`config.mk`:
```
export PLATFORM = sky130hd
export DESIGN_NAME = frame_scanout
export DESIGN_NICKNAME = d
export VERILOG_FILES = /design/src/rtl/frame_scanout_pkg.sv /design/src/rtl/frame_scanout_pix_skid_fifo.sv /design/src/rtl/frame_scanout.sv
export SDC_FILE = /design/constraint.sdc
export NUM_CORES = 1
export LEC_CHECK = 0
export BUFFER_PORTS_ARGS = -buffer_cell sky130_fd_sc_hd__buf_2
export CAP_MARGIN = 40
export CORE_UTILIZATION = 40
export CTS_CLUSTER_DIAMETER = 40
export DETAILED_ROUTE_END_ITERATION = 10
export SLEW_MARGIN = 25
export SYNTH_ARGS = -nofsm -noshare
export SYNTH_HDL_FRONTEND = slang
export SYNTH_SLANG_ARGS = --single-unit
```
`constraint.sdc`:
```
create_clock -name clk -period 3.75 [get_ports clk]
set_clock_uncertainty 0.1 [all_clocks]
set_input_delay 0.375 -clock clk [delete_from_list [all_inputs] [get_ports clk]]
set_output_delay 0.375 -clock clk [all_outputs]
set_load 0.005 [all_outputs]
```
`src/rtl/frame_scanout_pkg.sv`:
```
// Shared definitions for the frame buffer scan-out controller.
// Holds the read-strobe polarity and the controller state encoding
// so the top and any future companions agree on both.
package frame_scanout_pkg;

  // Frame buffer rd_en_in is active-low.
  localparam logic ASSERT   = 1'b0;
  localparam logic DEASSERT = 1'b1;

  typedef enum logic [1:0] {
    ST_IDLE  = 2'd0,
    ST_READ  = 2'd1,
    ST_DRAIN = 2'd2,
    ST_DONE  = 2'd3
  } state_t;

endpackage

```
`src/rtl/frame_scanout_pix_skid_fifo.sv`:
```
// Purpose: 2-entry skid FIFO holding {last, pixel} between buffer read data and the pixel stream.
// Latency: push visible at head the clock after the push edge; head held while not popped.
// Backpressure: no internal full check; the caller's credit rule keeps pushes off a full FIFO.
// Ports: clk, reset (sync, active-high); push/push_dat write side; pop read side;
//        head = oldest entry (stale when count==0); count = occupancy 0..2.
module pix_skid_fifo
  import frame_scanout_pkg::*;
#(
  parameter int WIDTH = 25
) (
  input  logic             clk,
  input  logic             reset,
  input  logic             push,
  input  logic [WIDTH-1:0] push_dat,
  input  logic             pop,
  output logic [WIDTH-1:0] head,
  output logic [1:0]       count
);

  logic [WIDTH-1:0] mem [2];
  logic             wr_ptr;
  logic             rd_ptr;

  always_ff @(posedge clk) begin
    if (reset) begin
      mem[0] <= '0;
      mem[1] <= '0;
      wr_ptr <= 1'b0;
      rd_ptr <= 1'b0;
      count  <= 2'd0;
    end else begin
      if (push) begin
        mem[wr_ptr] <= push_dat;
        wr_ptr      <= ~wr_ptr;
      end
      if (pop) begin
        rd_ptr <= ~rd_ptr;
      end
      count <= count + {1'b0, push} - {1'b0, pop};
    end
  end

  assign head = mem[rd_ptr];

endmodule

```
`src/rtl/frame_scanout.sv`:
```
// Purpose: drain one frame per request from the frame buffer and re-emit it as a valid/ready pixel stream.
// Latency: start sampled in cycle C -> strobe in C+1 -> pix_valid in C+3; P pixels end with frame_done in C+P+3.
// Backpressure: reads stall whenever the skid FIFO plus the in-flight read would exceed 2 entries.
// Ports: clk, reset (sync, active-high); start/buf_rdy request; fb_rd_en_n/rd_addr/fb_data buffer read port;
//        pix_data/pix_valid/pix_ready/pix_last output stream; busy and frame_done status.
module frame_scanout
  import frame_scanout_pkg::*;
#(
  parameter int DATA_WIDTH   = 24,
  parameter int ADDR_WIDTH   = 3,
  parameter int FRAME_PIXELS = 1 << ADDR_WIDTH
) (
  input  logic                  clk,
  input  logic                  reset,
  input  logic                  start,
  input  logic                  buf_rdy,
  output logic                  fb_rd_en_n,
  input  logic [DATA_WIDTH-1:0] fb_data,
  output logic [ADDR_WIDTH-1:0] rd_addr,
  output logic [DATA_WIDTH-1:0] pix_data,
  output logic                  pix_valid,
  input  logic                  pix_ready,
  output logic                  pix_last,
  output logic                  busy,
  output logic                  frame_done
);

  localparam int CW = ADDR_WIDTH + 1;
  localparam logic [CW-1:0] FRAME_CNT = CW'(FRAME_PIXELS);
  localparam logic [CW-1:0] LAST_IDX  = CW'(FRAME_PIXELS - 1);

  state_t          state;
  logic [CW-1:0]   issued;
  logic            inflight;
  logic            inflight_last;
  logic [1:0]      fifo_count;
  logic [DATA_WIDTH:0] head;
  logic            pop;
  logic            strobe;
  logic [2:0]      occ_next;
  logic            credit_ok;

  pix_skid_fifo #(.WIDTH(DATA_WIDTH + 1)) u_fifo (
    .clk      (clk),
    .reset    (reset),
    .push     (inflight),
    .push_dat ({inflight_last, fb_data}),
    .pop      (pop),
    .head     (head),
    .count    (fifo_count)
  );

  assign pix_valid = (fifo_count != 2'd0);
  assign pop       = pix_valid & pix_ready;
  assign pix_data  = head[DATA_WIDTH-1:0];
  assign pix_last  = pix_valid & head[DATA_WIDTH];

  // Occupancy once this cycle's pop leaves, plus the read already in flight.
  // Counting the pop lets a steady ready stream keep one read per clock.
  assign occ_next  = {1'b0, fifo_count} + {2'b00, inflight} - {2'b00, pop};
  assign credit_ok = (occ_next < 3'd2);

  assign strobe     = (state == ST_READ) && (issued < FRAME_CNT) && credit_ok;
  assign fb_rd_en_n = strobe ? ASSERT : DEASSERT;
  assign rd_addr    = issued[ADDR_WIDTH-1:0];

  assign busy       = (state == ST_READ) || (state == ST_DRAIN);
  assign frame_done = (state == ST_DONE);

  always_ff @(posedge clk) begin
    if (reset) begin
      state         <= ST_IDLE;
      issued        <= '0;
      inflight      <= 1'b0;
      inflight_last <= 1'b0;
    end else begin
      // Buffer data lands one clock after the strobe; tag the final pixel as it flies.
      inflight      <= strobe;
      inflight_last <= strobe && (issued == LAST_IDX);
      case (state)
        ST_IDLE: begin
          if (start && buf_rdy) begin
            state  <= ST_READ;
            issued <= '0;
          end
        end
        ST_READ: begin
          if (strobe) begin
            issued <= issued + 1'b1;
            if (issued == LAST_IDX) begin
              state <= ST_DRAIN;
            end
          end
        end
        ST_DRAIN: begin
          if (pop && head[DATA_WIDTH]) begin
            state <= ST_DONE;
          end
        end
        ST_DONE: begin
          state <= ST_IDLE;
        end
        default: begin
          state <= ST_IDLE;
        end
      endcase
    end
  end

endmodule

```
==> flow_summary.toml, run 1 <==
[run_status]
outcome = "finished clean"

[setup_path]
crit_start = "u_fifo.count[1]$_SDFF_PP0_"
endpoint = "fb_rd_en_n"
reg2reg_to = "issued[3]$_SDFFE_PP0P_"
worstPathArrival_ps = 2630
path_cells = "o21ai_0 > inv_1 > ha_1 > inv_1 > ha_1 > fa_1 > nor3b_4 > nand2_1 > buf_2"
rrSetupSlack_ps = 800
path_buf_inv = 3
rr_worst_depth = 10
r2r_start = "u_fifo.count[1]$_SDFF_PP0_"
worst_setup_path_start_kind = "flop"
cp_max_fo = 4
critical_path.top_delay_family = "adder cells"
path_class = "reg -> out"
cp-end-kind = "primary output"
cp_slowest_cell = "fa_1"
slowest_delay_ps = 500
cp.required_ps = 3270
critical_path_depth = 9

[clocking]
path_clk_slew_ps = 70
ctsHoldBuffers = 0
cts_setup_buffers = 0
clk_latency_ps = 330
htreeDepth = 3
numCtsBuffers = 9
cts_tree = "done"
cts_resized = 0
clk_path_buf_depth = 2
clockRootBuffer = "clkbuf_8"
cts_sinks = 63

[sta]
final.period_utilization = 0.828
tightestPinTransition_ps = 680
max_slew_margin = 0.545
fin_setup_tns_ps = 0
finalSetupViolations = 0
post-route-min-period_ps = 3110
hold_viol_final = 0
fmax_mhz = 322
rsz0062_at_grt = "false"
maxSlewViolCount = 0

[yosys]
synthAdderAreaFrac = 0.0416
synth.largest_area_cell = "edfxtp_1"
syn_avg_cell_area_sq_um = 13.4
synth_cell_types = 38
synth_nets = 253
synth_top_family_by_area = "simple AND/OR/NAND/NOR gates"
ys_ff_latch = 63
netlist_top_cells_area = "edfxtp_1 (52%), and2_1 (11%), mux2_2 (9.4%)"
synthMuxAreaShare = 0.0970
yosys_most_used_dff = "edfxtp_1"
syn-cell-area_sq_um = 2890
synth_xor_area_frac = 0.0117
synthArstFlopShare = 0
synth_simple_gate_area_frac = 0.164
netlist.area_leader.share = 0.520
synth_edf_count = 50
synthTopCellsByCount = "and2_1 (50), edfxtp_1 (50), mux2_2 (24), dfxtp_1 (13), inv_1 (9)"
ys_seq_area_frac = 0.610
syn-instance-count = 215
synth-compound-area-share = 0.0433
ys.warnings.count = 0

[placement]
dpl_cell_area_sq_um = 3290
portBuffers = 60
dpl.hpwl_um = 3360
gp_congestion = 0.778

[global_route]
grt_max_degree = 26
grt_overflow = 0
grt_use_total = 0.148
grt_antenna_before_repair = 0
grt_pass1_vias = 1734
grt_first_pass_wirelength_um = 8090

[floorplanning]
dieWidth_um = 87.0
fp.coreArea_sq_um = 6870
io_pins = 61
die_area_sq_um = 7570
rows = 30
start_util = 0.421
die_y_um = 87.0

[detailed_routing]
dr.pass1.iters = 4
finalWirelength_um = 5180
wl_per_cell_um = 13.7
drc_errors = 0
drtAntennaViolNets = 0
via_per_inst = 4.73
drt_iter0_drc = 85
num_vias = 1788

[final_layout]
multi_input_area_sq_um = 1040
nets = 316
drive_above_1_share = 0.379
final_area_sq_um = 3440
fillCellCount = 643
synthToLayoutAreaGrowth_pct = 19.0
n_antenna_cell = 0
regArea_sq_um = 1760

[power_and_ir_drop]
pwr_density_cell_nw_per_um2 = 583
vdd_drop_max_mv = 0.278
cellLeakagePower_uw = 0.00144
power_uw = 2000

[hold_path]
hold_path_class = "in -> reg"

[flow_run]
cap_viol_max_count = 0
[placed cells by master, fill, tap and decap left out, types with 2 or more instances in the layout]
cell,instances
or2_2,2
buf_2,60
nor2_1,6
inv_1,9
a211oi_1,2
o31ai_1,2
nor3b_2,2
o21ai_0,5
and2_1,50
clkbuf_8,9
edfxtp_1,50
buf_4,3
dfxtp_1,13
mux2_2,24
clkbuf_1,4
ha_1,8
a21oi_1,4
nor2b_1,3
nand4_1,2
and3_1,2
nand2_1,2
[cells by family after synthesis]
kind of cell | after synthesis
AOI/OAI and AO/OA | 19
xor gates and xnor gates | 3
adders and majority gates | 9
buffers and inverters | 21
DFF | 63
muxes | 25
and+or+nand+nor | 75
[how the worst min path moves through the flow]
stage	start	endpoint	slack, ps	cells after the start
detailed placement	u_fifo.rd_ptr$_SDFFE_PP0P_	u_fifo.rd_ptr$_SDFFE_PP0P_	390	2
finish	fb_data[8]	u_fifo.mem[1][8]$_SDFFCE_PN0P_	230	2
global route	fb_data[8]	u_fifo.mem[0][8]$_SDFFCE_PN0P_	220	2
floorplan	u_fifo.rd_ptr$_SDFFE_PP0P_	flop	370	2
global placement	u_fifo.rd_ptr$_SDFFE_PP0P_	u_fifo.rd_ptr$_SDFFE_PP0P_	400	2
CTS	fb_data[8]	u_fifo.mem[1][8]$_SDFFCE_PN0P_	210	2
[metal layers]
metal | vias to the layer above | GRT usage | wire, um
li1 | 881 | - | -
met3 | 9 | 0.0464 | 300
met4 | 0 | 0.0879 | 102
met1 | 849 | 0.168 | 2260
met2 | 49 | 0.246 | 2510
met5 | - | 0 | 0
[state kept, by name (all words and copies together), names as in the netlist, named ones only]
| name | flops |
|---|---|
| u_fifo.wr_ptr | 1 |
| inflight | 1 |
| issued | 4 |
| inflight_last | 1 |
| state | 2 |
| u_fifo.count | 2 |
| u_fifo.mem | 50 |
| u_fifo.rd_ptr | 1 |
[power by group]
part | leakage, uW | switching (uW) | internal, uW | total (uW)
combinational | 0.000742 | 309 | 309 | 617
clock | 0.0000749 | 236 | 234 | 470
sequential | 0.000624 | 52.5 | 864 | 917
total | 0.00144 | 597 | 1410 | 2000
[layout make-up]
class                           instances  area share
Clock inverter                          2     0.00255
Multi-Input combinational cell        131       0.303
Timing Repair Buffer                   64      0.0972
Inverter                                9     0.00983
Tap cell                               96      0.0349
Sequential cell                        63       0.513
Clock buffer                           13      0.0404
[through the flow]
step | cells | hold slack [ps] | worst slack [ps] | util
final | 378 | 231 | 645 | 0.500
after global routing | 378 | 218 | 460 | 0.500
after CTS | 378 | 212 | 600 | 0.500
after detailed placement | 363 | 393 | 825 | 0.479
after global placement | 362 | 396 | 951 | 0.477
after floorplan | 215 | 372 | 1070 | -
Power figures use the tool's default switching activity.
==> run 2: changes to the inputs <==
--- a/config.mk
+++ b/config.mk
@@ -5,6 +5,7 @@
 export SDC_FILE = /design/constraint.sdc
 export NUM_CORES = 1
 export LEC_CHECK = 0
+export ABC_AREA = 1
 export BUFFER_PORTS_ARGS = -buffer_cell sky130_fd_sc_hd__buf_2
 export CAP_MARGIN = 40
 export CORE_UTILIZATION = 40
==> constraint.sdc (replaced) <==
create_clock -name clk -period 3.1 [get_ports clk]
set_clock_uncertainty 0.1 [all_clocks]
set_input_delay 0.31 -clock clk [delete_from_list [all_inputs] [get_ports clk]]
set_output_delay 0.31 -clock clk [all_outputs]
set_load 0.005 [all_outputs]
==> run 2 against run 1 <==
Sequential cell count unchanged. Synthesized cell count increased by 52%. Total power rose by 28%.
==> flow_summary.toml, run 2 <==
[run_status]
outcome = "finished clean"

[clocking]
clk_path_buf_depth = 2
htreeDepth = 3
cts_tree = "done"
cts_resized = 0
cts_setup_buffers = 0
clockRootBuffer = "clkbuf_8"
cts_sinks = 63
ctsHoldBuffers = 0
path_clk_slew_ps = 70
clk_latency_ps = 320
numCtsBuffers = 9

[yosys]
synth.largest_area_cell = "edfxtp_1"
ys_ff_latch = 63
synth_nets = 364
yosys_most_used_dff = "edfxtp_1"
synth_edf_count = 50
ys_seq_area_frac = 0.607
syn-cell-area_sq_um = 2900
ys.warnings.count = 0
syn_avg_cell_area_sq_um = 8.91
synthArstFlopShare = 0
synthTopCellsByCount = "nand2_1 (99), nor2_1 (67), edfxtp_1 (50), inv_1 (44), dfxtp_1 (13)"
netlist_top_cells_area = "edfxtp_1 (52%), nand2_1 (13%), dfxtp_1 (9.0%)"
synth_most_common_cell = "nand2_1"
netlist.area_leader.share = 0.517
synth_cell_types = 21
syn-instance-count = 326

[global_route]
grt_pass1_vias = 2046
grt_overflow = 0
grt_antenna_before_repair = 0
grt_first_pass_wirelength_um = 9070
grt_use_total = 0.161
grt_max_degree = 27

[setup_path]
cp.required_ps = 2690
path_class = "reg -> out"
worstPathArrival_ps = 2290
rrSetupSlack_ps = 640
slowest_delay_ps = 480
path_cells = "nor2_1 > nor2_2 > ha_1 > inv_1 > ha_1 > fa_1 > nor2_2 > nand2_2 > buf_2"
worst_setup_path_start_kind = "flop"
cp-end-kind = "primary output"
cp_max_fo = 5
cp_slowest_cell = "fa_1"

[sta]
finalSetupViolations = 0
post-route-min-period_ps = 2700
final.period_utilization = 0.869
maxSlewViolCount = 0
hold_viol_final = 0
rsz0062_at_grt = "false"
max_slew_margin = 0.686
tightestPinTransition_ps = 471
fmax_mhz = 371
fin_setup_tns_ps = 0

[final_layout]
regMostFlops = "u_fifo.mem"
synthToLayoutAreaGrowth_pct = 20.5
final_area_sq_um = 3500
drive_above_1_share = 0.218
final_core_util = 0.507
layout_commonest_cell = "nand2_1"
largest_reg_flops = 50
reg_top3 = "u_fifo.mem x50, issued x4"
mostFrequentLayoutCells = "nand2_1 (99), nor2_1 (67), buf_2 (60)"
n_antenna_cell = 0
nets = 427

[detailed_routing]
drt_iter0_drc = 157
dr.pass1.iters = 4
num_vias = 2179
wl_per_cell_um = 11.3
via_per_inst = 4.45
drc_errors = 0
finalWirelength_um = 5560
drtAntennaViolNets = 0

[power_and_ir_drop]
seq_power_share = 0.419
switchingPower_uw = 813
power_uw = 2570
pwr-share-clk = 0.289
switching_share = 0.316
pwr_density_cell_nw_per_um2 = 735
cellLeakagePower_uw = 0.00175
vdd_drop_max_mv = 0.393
combPwrFrac = 0.292
internal-power_uw = 1760

[floorplanning]
start_util = 0.420
die_area_sq_um = 7600
dieWidth_um = 87.2
fp.coreArea_sq_um = 6910
io_pins = 61
die_y_um = 87.2
rows = 30

[flow_run]
cap_viol_max_count = 0

[placement]
portBuffers = 60
gp_congestion = 0.771
dpl.hpwl_um = 3630
dpl_cell_area_sq_um = 3290

[hold_path]
hold_path_class = "in -> reg"
-- run 2: cell count changes after synthesis, moves of 3 or more --
cell / change
nand2_1: +97
nor2_1: +61
and2_1: -49
inv_1: +35
mux2_2: -24
nand3_1: +8
a21oi_1: +3
buf_2: +3
nor2_2: +3
nor2b_1: -3
o21ai_0: -3
-- run 2: path summary, 6_finish.rpt --
kind / from / endpoint / cells after the start
worst max-delay path: u_fifo.count[1]$_SDFF_PP0_ / fb_rd_en_n / 9
worst min-delay path: reset / u_fifo.count[0]$_SDFF_PP0_ / 2
worst max register to register: u_fifo.count[1]$_SDFF_PP0_ / issued[0]$_SDFFE_PP0P_ / 13
worst min register to register: u_fifo.rd_ptr$_SDFFE_PP0P_ / flop / 1
-- run 2: layer usage --
metal	wire length, um	vias to the layer above	share of wire	GRT usage
li1	-	1126	-	-
met1	2530	994	0.46	0.190
met2	2660	49	0.48	0.272
met3	278	10	0.050	0.0436
met4	84	0	0.015	0.0760
met5	0	-	0	0
-- run 2: worst max-delay path, delay by kind of cell (launching register included) --
kind / cells / cell delay, ps
DFF: 1 / 330
and+or+nand+nor: 4 / 540
adders and majority gates: 3 / 920
buffers and inverters: 2 / 170
-- run 2: cells by family after synthesis --
family	share of synthesized area
AOI/OAI and AO/OA	0.0190
and+or+nand+nor	0.249
adders and majority gates	0.0414
DFF	0.607
buffers and inverters	0.0844
-- run 2: layout make-up --
| type | instances | area [sq um] |
|---|---|---|
| tap | 96 | 120 |
| fill | 705 | 3410 |
| timing repair buffer | 65 | 338 |
| inverter | 47 | 178 |
| sequential | 63 | 1760 |
| clock inverter | 5 | 72.6 |
| clock buffer | 11 | 131 |
| multi-input combinational | 203 | 897 |
-- run 2: per-stage QoR --
| stage | setup slack (ps) | std cells | hold slack (ps) |
|---|---|---|---|
| global placement | 703 | 474 | 349 |
| detailed placement | 647 | 474 | 346 |
| floorplan | 786 | 326 | 326 |
| finish | 405 | 490 | 154 |
| CTS | 374 | 490 | 134 |
| global route | 234 | 490 | 138 |
-- run 2: power groups by stage --
stage | combinational, uW | clock [uW] | sequential, uW
after CTS | 767 | 753 | 1080
after global routing | 884 | 783 | 1090
after global placement | 749 | 0 | 1090
final | 750 | 743 | 1080
after detailed placement | 766 | 0 | 1100
after floorplan | 524 | 0 | 1080
